<file path="src/rtl/imem_loader.sv">
// imem_loader: streams a length-prefixed little-endian program image into
// the instruction memory write port while holding the core in reset.
// Stream format: 16-bit word count (LSB first), then 32-bit words (LSB first).
module imem_loader #(
   parameter int DATA_WIDTH = 32,
   parameter int ADDR_WIDTH = 12
) (
   input  logic                  clock,
   input  logic                  reset,
   input  logic                  start,
   input  logic                  in_valid,
   input  logic [7:0]            in_data,
   output logic                  in_ready,
   output logic                  writeEnable,
   output logic [ADDR_WIDTH-1:0] writeAddress,
   output logic [DATA_WIDTH-1:0] writeData,
   output logic                  core_hold,
   output logic                  busy,
   output logic                  done,
   output logic                  error
);

   typedef enum logic [2:0] {
      S_IDLE   = 3'd0,
      S_LEN0   = 3'd1,
      S_LEN1   = 3'd2,
      S_DATA   = 3'd3,
      S_WRITE  = 3'd4,
      S_FINISH = 3'd5
   } state_t;

   // Memory depth widened past 16 bits so a count of exactly 2^16-1 and a
   // depth of 2^ADDR_WIDTH compare without overflow.
   localparam logic [16:0] MEM_DEPTH = 17'(2 ** ADDR_WIDTH);

   state_t                  state_q;
   logic [7:0]              cnt_lo_q;
   logic [15:0]             count_q;
   logic [15:0]             index_q;
   logic [1:0]              byte_q;
   logic [23:0]             asm_q;
   logic                    in_ready_q;
   logic                    write_en_q;
   logic [ADDR_WIDTH-1:0]   write_addr_q;
   logic [DATA_WIDTH-1:0]   write_data_q;
   logic                    core_hold_q;
   logic                    busy_q;
   logic                    done_q;
   logic                    error_q;

   logic                    accept_d;
   logic [15:0]             count_d;
   logic [15:0]             index_d;
   logic                    in_range_d;

   // Transfer qualifier and next values used by several states.
   assign accept_d   = in_valid && in_ready_q;
   assign count_d    = {in_data, cnt_lo_q};
   assign index_d    = index_q + 16'd1;
   assign in_range_d = ({1'b0, index_q} < MEM_DEPTH);

   assign in_ready     = in_ready_q;
   assign writeEnable  = write_en_q;
   assign writeAddress = write_addr_q;
   assign writeData    = write_data_q;
   assign core_hold    = core_hold_q;
   assign busy         = busy_q;
   assign done         = done_q;
   assign error        = error_q;

   // Loader FSM; every output is a register updated alongside the state.
   always_ff @(posedge clock) begin
      if (reset) begin
         state_q      <= S_IDLE;
         cnt_lo_q     <= 8'd0;
         count_q      <= 16'd0;
         index_q      <= 16'd0;
         byte_q       <= 2'd0;
         asm_q        <= 24'd0;
         in_ready_q   <= 1'b0;
         write_en_q   <= 1'b0;
         write_addr_q <= '0;
         write_data_q <= '0;
         core_hold_q  <= 1'b0;
         busy_q       <= 1'b0;
         done_q       <= 1'b0;
         error_q      <= 1'b0;
      end else begin
         case (state_q)
            S_IDLE: begin
               if (start) begin
                  done_q      <= 1'b0;
                  error_q     <= 1'b0;
                  index_q     <= 16'd0;
                  byte_q      <= 2'd0;
                  asm_q       <= 24'd0;
                  in_ready_q  <= 1'b1;
                  core_hold_q <= 1'b1;
                  busy_q      <= 1'b1;
                  state_q     <= S_LEN0;
               end else begin
                  state_q <= S_IDLE;
               end
            end
            S_LEN0: begin
               if (accept_d) begin
                  cnt_lo_q <= in_data;
                  state_q  <= S_LEN1;
               end else begin
                  state_q <= S_LEN0;
               end
            end
            S_LEN1: begin
               if (accept_d) begin
                  count_q <= count_d;
                  // Oversized images still stream through; the excess is dropped.
                  if ({1'b0, count_d} > MEM_DEPTH) begin
                     error_q <= 1'b1;
                  end else begin
                     error_q <= error_q;
                  end
                  if (count_d == 16'd0) begin
                     in_ready_q  <= 1'b0;
                     core_hold_q <= 1'b0;
                     state_q     <= S_FINISH;
                  end else begin
                     state_q <= S_DATA;
                  end
               end else begin
                  state_q <= S_LEN1;
               end
            end
            S_DATA: begin
               if (accept_d) begin
                  if (byte_q == 2'd3) begin
                     // Fourth byte completes the word; strobe it out next cycle.
                     byte_q     <= 2'd0;
                     in_ready_q <= 1'b0;
                     if (in_range_d) begin
                        write_en_q   <= 1'b1;
                        write_addr_q <= index_q[ADDR_WIDTH-1:0];
                        write_data_q <= DATA_WIDTH'({in_data, asm_q});
                     end else begin
                        write_en_q <= 1'b0;
                     end
                     state_q <= S_WRITE;
                  end else begin
                     case (byte_q)
                        2'd0:    asm_q[7:0]   <= in_data;
                        2'd1:    asm_q[15:8]  <= in_data;
                        2'd2:    asm_q[23:16] <= in_data;
                        default: asm_q        <= asm_q;
                     endcase
                     byte_q  <= byte_q + 2'd1;
                     state_q <= S_DATA;
                  end
               end else begin
                  state_q <= S_DATA;
               end
            end
            S_WRITE: begin
               write_en_q <= 1'b0;
               index_q    <= index_d;
               if (index_d == count_q) begin
                  core_hold_q <= 1'b0;
                  state_q     <= S_FINISH;
               end else begin
                  in_ready_q <= 1'b1;
                  state_q    <= S_DATA;
               end
            end
            S_FINISH: begin
               done_q  <= 1'b1;
               busy_q  <= 1'b0;
               state_q <= S_IDLE;
            end
            default: begin
               in_ready_q  <= 1'b0;
               write_en_q  <= 1'b0;
               core_hold_q <= 1'b0;
               busy_q      <= 1'b0;
               state_q     <= S_IDLE;
            end
         endcase
      end
   end

endmodule
</file>
<file path="config.mk">
export PLATFORM = sky130hd
export DESIGN_NAME = imem_loader
export DESIGN_NICKNAME = d
export VERILOG_FILES = /design/src/rtl/imem_loader.sv
export SDC_FILE = /design/constraint.sdc
export NUM_CORES = 1
export LEC_CHECK = 0
export CAP_MARGIN = 40
export CORE_MARGIN = 2
export CORE_UTILIZATION = 50
export DETAILED_ROUTE_END_ITERATION = 8
export PLACE_DENSITY = 0.79
export SLEW_MARGIN = 20
export SYNTH_ARGS = -nofsm -noshare
export SYNTH_HDL_FRONTEND = slang
export SYNTH_SLANG_ARGS = --single-unit
</file>
<file path="constraint.sdc">
create_clock -name clock -period 2.2 [get_ports clock]
set_input_delay 0.33 -clock clock [delete_from_list [all_inputs] [get_ports clock]]
set_output_delay 0.33 -clock clock [all_outputs]
set_load 0.01 [all_outputs]
</file>
-- Word level (Yosys, flattened, before mapping)
Cells that the tools add are included.
- add/sub/neg operators: 2
- order comparisons: 2
- equal/unequal tests: 21
- muxes and demuxes: 40
- bitwise operators: 4
- reduce and logical (&&, ||, !) cells: 26
- operator list (cell ; count):
    24-bit two-way mux ; 3
    24-bit case mux with 2 select lines ; 1
    16-bit case mux with 2 select lines ; 1
    8-bit two-way mux ; 3
    5-bit AND reduction ; 4
    2-bit inequality test, second input constant ; 9
    16-bit by 1-bit adder with 16-bit output, second input constant ; 1
    16-bit equality test ; 1
    16-bit by 13-bit greater-than comparator with 1-bit output, second input constant ; 1
    16-bit zero test ; 1
    16-bit by 13-bit less-than comparator with 1-bit output, second input constant ; 1
    16-bit two-way mux ; 1
    3-bit two-way mux ; 5
    3-bit case mux with 5 select lines ; 1
    1-bit two-way mux ; 14
    2-bit AND reduction ; 5
    2-bit two-way mux ; 4
    1-bit case mux with 2 select lines ; 4
    4-bit AND reduction ; 2
    2-bit nonzero test ; 4
    4-bit OR reduction ; 2
    7-bit AND reduction ; 1
    3-bit by 2-bit equality test with 1-bit output, second input constant ; 2
    3-bit equality test, second input constant ; 2
    15 further kinds ; 22
- flip-flop bits (word level): 119
- logic and storage cells: 111

-- Depth between registers and ports, before layout
- depth after elaboration: 5
- mapped depth: 9
- depth with buffers taken out: 7

-- Worst setup path before layout
No wires, ideal clock.
- path kind: register to register
- start: reg index_q[1]
- end: reg state_q[2]
- arrival: 2.070 ns
- data required time: 2.131 ns
- slack: 0.061 ns
- cell stages (with the launch flop): 8
- clock period less this slack: 2.139 ns
- cells stage by stage: dfxtp_1 > ha_1 > nand3_2 > nor4_2 > xnor2_1 > nand2_1 > or4_1 > o21ai_1
- cells in the longest elaborated chain, start to end: 4
- RTL lines (what ; RTL line ; text):
    from (decl) ; 39 ; logic [15:0] index_q;
    from (signal assigned) ; 163 ; index_q <= index_d;
    16-bit by 1-bit adder with 16-bit output ; 59 ; assign index_d = index_q + 16'd1;
    16-bit equality test ; 164 ; if (index_d == count_q) begin
    3-bit two-way mux ; 164 ;
    3-bit case mux with 5 select lines ; 89 ; case (state_q)
    to (signal assigned) ; 100 ; state_q <= S_LEN0;
    to (signal assigned) ; 166 ; state_q <= S_FINISH;
    to (signal assigned) ; 169 ; state_q <= S_DATA;
    to (decl) ; 36 ; state_t state_q;
Every way passes these cells.
A chain may end at the register's enable or synchronous reset.

-- Worst setup path after layout
- start: reg byte_q[0]
- end: reg write_data_q[26], in the netlist writeData[26]
- cells in the longest elaborated chain, start to end: 2
- RTL lines (what ; RTL line ; text):
    from (decl) ; 40 ; logic [1:0] byte_q;
    from (signal assigned) ; 154 ; byte_q <= byte_q + 2'd1;
    2-bit equality test ; 135 ; if (byte_q == 2'd3) begin
    4-bit AND reduction (no source line) ; n/a ;
    to (signal assigned) ; 142 ; write_data_q <= DATA_WIDTH'({in_data, asm_q});
    to (decl) ; 45 ; logic [DATA_WIDTH-1:0] write_data_q;
Every way passes these cells.

==> impl_metrics.sql <==
INSERT INTO impl_metrics (metric_group, metric, value, unit) VALUES
('outcome', 'outcome', 'completed', ''),
('min_path', 'min_from', 'reset', ''),
('power', 'power.share.switching', '0.270', ''),
('synth', 'yosys_warning_count', '0', ''),
('clock_network', 'clock_latency', '0.52', 'ns'),
('routing', 'drt-pass1-iter-count', '5', ''),
('job', 'max_cap_violations', '0', ''),
('timing', 'slew_violations', '0', ''),
('clock_network', 'clkTransAtPathRegs', '0.06', 'ns'),
('clock_network', 'cts-root-buf', 'sky130_fd_sc_hd__clkbuf_8', ''),
('place', 'portBuffers', '61', ''),
('timing', 'unrepaired_setup_endpoints_after_global_routing', 'false', ''),
('critical_path', 'critPathRequiredTime', '2.59', 'ns'),
('floorplan', 'die-width', '107', 'um'),
('place', 'dp_hpwl', '9.55', 'mm'),
('floorplan', 'vertical_die_dimension', '107', 'um'),
('cells_and_area', 'share_of_post_route_cells_with_drive_strength_above_1', '0.141', ''),
('synth', 'synthDistinctLibCells', '53', ''),
('clock_network', 'clock_tree.buffer_depth', '2', ''),
('critical_path', 'setup.worst_path.end_class', 'register', ''),
('place', 'place.gp.congestion', '0.886', ''),
('synth', 'ys_top_cells_by_count', '141 x sky130_fd_sc_hd__nand2_1, 119 x sky130_fd_sc_hd__dfxtp_1, 83 x sky130_fd_sc_hd__a21oi_1', ''),
('min_path', 'hold-path-endpoint', 'index_q[1]', ''),
('timing', 'setup_violations', '0', ''),
('routing', 'detail_route.drc_violations', '0', ''),
('routing', 'avgViaCountPerCell', '5.66', ''),
('timing', 'worstMarginPinSlew', '0.534', 'ns'),
('global_routing', 'grt_pass1_vias', '4976', ''),
('critical_path', 'critical_path.reg2reg.endpoint', 'writeData[26]', ''),
('cells_and_area', 'layout.core_utilization', '0.675', ''),
('cells_and_area', 'num-nets-final', '758', ''),
('cells_and_area', 'insertedDiodeCount', '0', ''),
('routing', 'drt.antenna.violating_nets', '0', ''),
('timing', 'layout_setup_ws', '0.0936', 'ns'),
('power', 'internal_power', '4.23', 'mW'),
('power', 'clkPwrFrac', '0.475', ''),
('timing', 'fin_skew', '0.00829', 'ns'),
('critical_path', 'cp_data_arrival_time', '2.50', 'ns'),
('global_routing', 'grt_antenna_before_repair', '0', ''),
('synth', 'synth-edff-count', '0', ''),
('clock_network', 'hold_buffers', '0', ''),
('timing', 'layout_worst_path_cycle_share', '0.957', ''),
('cells_and_area', 'layout-area-overhead-vs-synth', '30.9', '%'),
('global_routing', 'global_route_wire_length_before_repair', '24.0', 'mm'),
('clock_network', 'clkSinkCount', '119', ''),
('synth', 'synth-seq-cells', '119', ''),
('place', 'detailedPlace.worstSlack', '-0.174', 'ns'),
('synth', 'synth_largest_area_cell', 'sky130_fd_sc_hd__dfxtp_1', ''),
('critical_path', 'worst-r2r-setup-slack', '0.09', 'ns'),
('critical_path', 'worst_r2r_path_depth', '8', ''),
('min_path', 'holdCritPathClass', 'in -> reg', ''),
('power', 'sequentialPowerShare', '0.394', ''),
('global_routing', 'maximum_number_of_pins_on_one_net_before_global_route_repair', '47', ''),
('min_path', 'min_delay_path_depth', '2', ''),
('power', 'pwr_density_cell', '831', 'nW/um2'),
('timing', 'worst_slew_margin_rel', '0.640', ''),
('global_routing', 'grt_use_total', '0.266', ''),
('timing', 'final_hold_viol_count', '0', ''),
('cells_and_area', 'num-fill-cells', '787', ''),
('synth', 'sequential_area_share_after_synthesis', '0.447', ''),
('critical_path', 'critPathMaxFanout', '23', ''),
('synth', 'async_flop_share', '0', ''),
('floorplan', 'row_count', '37', ''),
('synth', 'mappedNetlistArea', '5330', 'um2'),
('power', 'p_leak', '2.50', 'nW'),
('synth', 'syn-mean-instance-area', '8.15', 'um2'),
('floorplan', 'floorplan.initialDensity', '0.516', ''),
('clock_network', 'cts_htree_levels', '4', ''),
('floorplan', 'die_area', '11500', 'um2'),
('floorplan', 'core-area', '10300', 'um2'),
('routing', 'post_drt_wl_per_cell', '16.4', 'um');
routing by layer:
| metal | part of all wire | wire, um | up-vias | track usage |
|---|---|---|---|---|
| met5 | 0 | 0 | - | 0 |
| met4 | 0.034 | 495 | 0 | 0.122 |
| met3 | 0.058 | 849 | 48 | 0.0705 |
| met2 | 0.50 | 7230 | 216 | 0.445 |
| met1 | 0.41 | 6010 | 2343 | 0.318 |
| li1 | - | - | 2426 | - |
critical path: stages (launching register included):
cell                      delay [ns]
sky130_fd_sc_hd__dfxtp_1        0.41
sky130_fd_sc_hd__ha_1           0.26
sky130_fd_sc_hd__nand2_1        0.11
sky130_fd_sc_hd__nor2_1         0.19
sky130_fd_sc_hd__o21ai_0        0.23
sky130_fd_sc_hd__or2_2          0.43
sky130_fd_sc_hd__buf_12         0.18
sky130_fd_sc_hd__nand2_1        0.09
sky130_fd_sc_hd__a21oi_1        0.07
stage by stage:
step	setup TNS, ns	power [mW]	hold WS [ns]	cells
global placement	-0.310	3.04	0.441	858
global route	0	5.99	0.219	890
floorplan	0	2.77	0.431	653
detailed placement	-0.533	3.06	0.447	858
CTS	0	5.78	0.210	890
finish	0	5.79	0.228	890
timing repair:
item,4_1_cts,5_1_grt
endpoints found under the setup margin,0,4
buffers inserted,0,0
resized for setup,0,8
state kept, by name, summed over array words and instances (netlist names):
name          cells
asm_q            24
busy              1
byte_q            2
cnt_lo_q          8
core_hold         1
count_q          16
done              1
error             1
in_ready          1
index_q          16
state_q           3
writeAddress     12
writeData        32
writeEnable       1
layout by cell type (no fill, tap or decap), types with 4 or more instances in the layout:
cell type and instances:
sky130_fd_sc_hd__a211oi_1 5, sky130_fd_sc_hd__a21oi_1 83, sky130_fd_sc_hd__a22oi_1 4, sky130_fd_sc_hd__a31oi_1 6
sky130_fd_sc_hd__and2_1 9, sky130_fd_sc_hd__buf_12 5, sky130_fd_sc_hd__buf_4 46, sky130_fd_sc_hd__clkbuf_16 16
sky130_fd_sc_hd__clkdlybuf4s50_1 60, sky130_fd_sc_hd__dfxtp_1 116, sky130_fd_sc_hd__ha_1 4, sky130_fd_sc_hd__inv_1 6
sky130_fd_sc_hd__mux2i_1 32, sky130_fd_sc_hd__nand2_1 141, sky130_fd_sc_hd__nand2b_1 7, sky130_fd_sc_hd__nand3_1 14
sky130_fd_sc_hd__nand4_1 6, sky130_fd_sc_hd__nor2_1 62, sky130_fd_sc_hd__nor3_1 12, sky130_fd_sc_hd__nor4_1 8
sky130_fd_sc_hd__nor4_2 4, sky130_fd_sc_hd__o211ai_1 5, sky130_fd_sc_hd__o21ai_0 17, sky130_fd_sc_hd__xnor2_1 14
sky130_fd_sc_hd__xor2_1 9
power by group through the flow:
stage | Clock (mW) | Combinational [mW] | Sequential (mW)
6_report | 2.75 | 0.757 | 2.28
4_1_cts | 2.76 | 0.750 | 2.28
3_5_place_dp | 0 | 0.737 | 2.32
3_3_place_gp | 0 | 0.721 | 2.32
5_1_grt | 2.88 | 0.817 | 2.29
2_1_floorplan | 0 | 0.478 | 2.29
logic make-up after synthesis:
family                     count (synthesis)  synth area share
DFF                                      119             0.447
adders and majority gates                  5            0.0117
muxes                                     32            0.0602
and+or+nand+nor                          290             0.256
AOI/OAI and AO/OA                        135             0.147
buffers and inverters                     49            0.0402
xor gates and xnor gates                  23            0.0378
cell type report:
| type | count | area (um2) | share of cell area |
|---|---|---|---|
| clock buffer | 19 | 442 | 0.0634 |
| clock inverter | 13 | 145 | 0.0208 |
| inverter | 7 | 26.3 | 0.00377 |
| multi-input combinational | 485 | 2750 | 0.395 |
| sequential | 119 | 2390 | 0.342 |
| tap | 136 | 170 | 0.0244 |
| timing repair buffer | 111 | 1050 | 0.150 |
worst max path at each step:
stage | startpoint | to | slack [ns] | cells after the start
6_report | byte_q[0] | writeData[26] | 0.09 | 8
5_1_grt | index_q[4] | state_q[2] | 0.01 | 6
4_1_cts | index_q[1] | state_q[2] | 0.03 | 8
3_5_place_dp | in_data[0] | error | -0.17 | 7
3_3_place_gp | in_data[0] | error | -0.15 | 7
2_1_floorplan | index_q[1] | state_q[2] | 0.06 | 7
No activity file was read; power rests on OpenSTA's default activity.
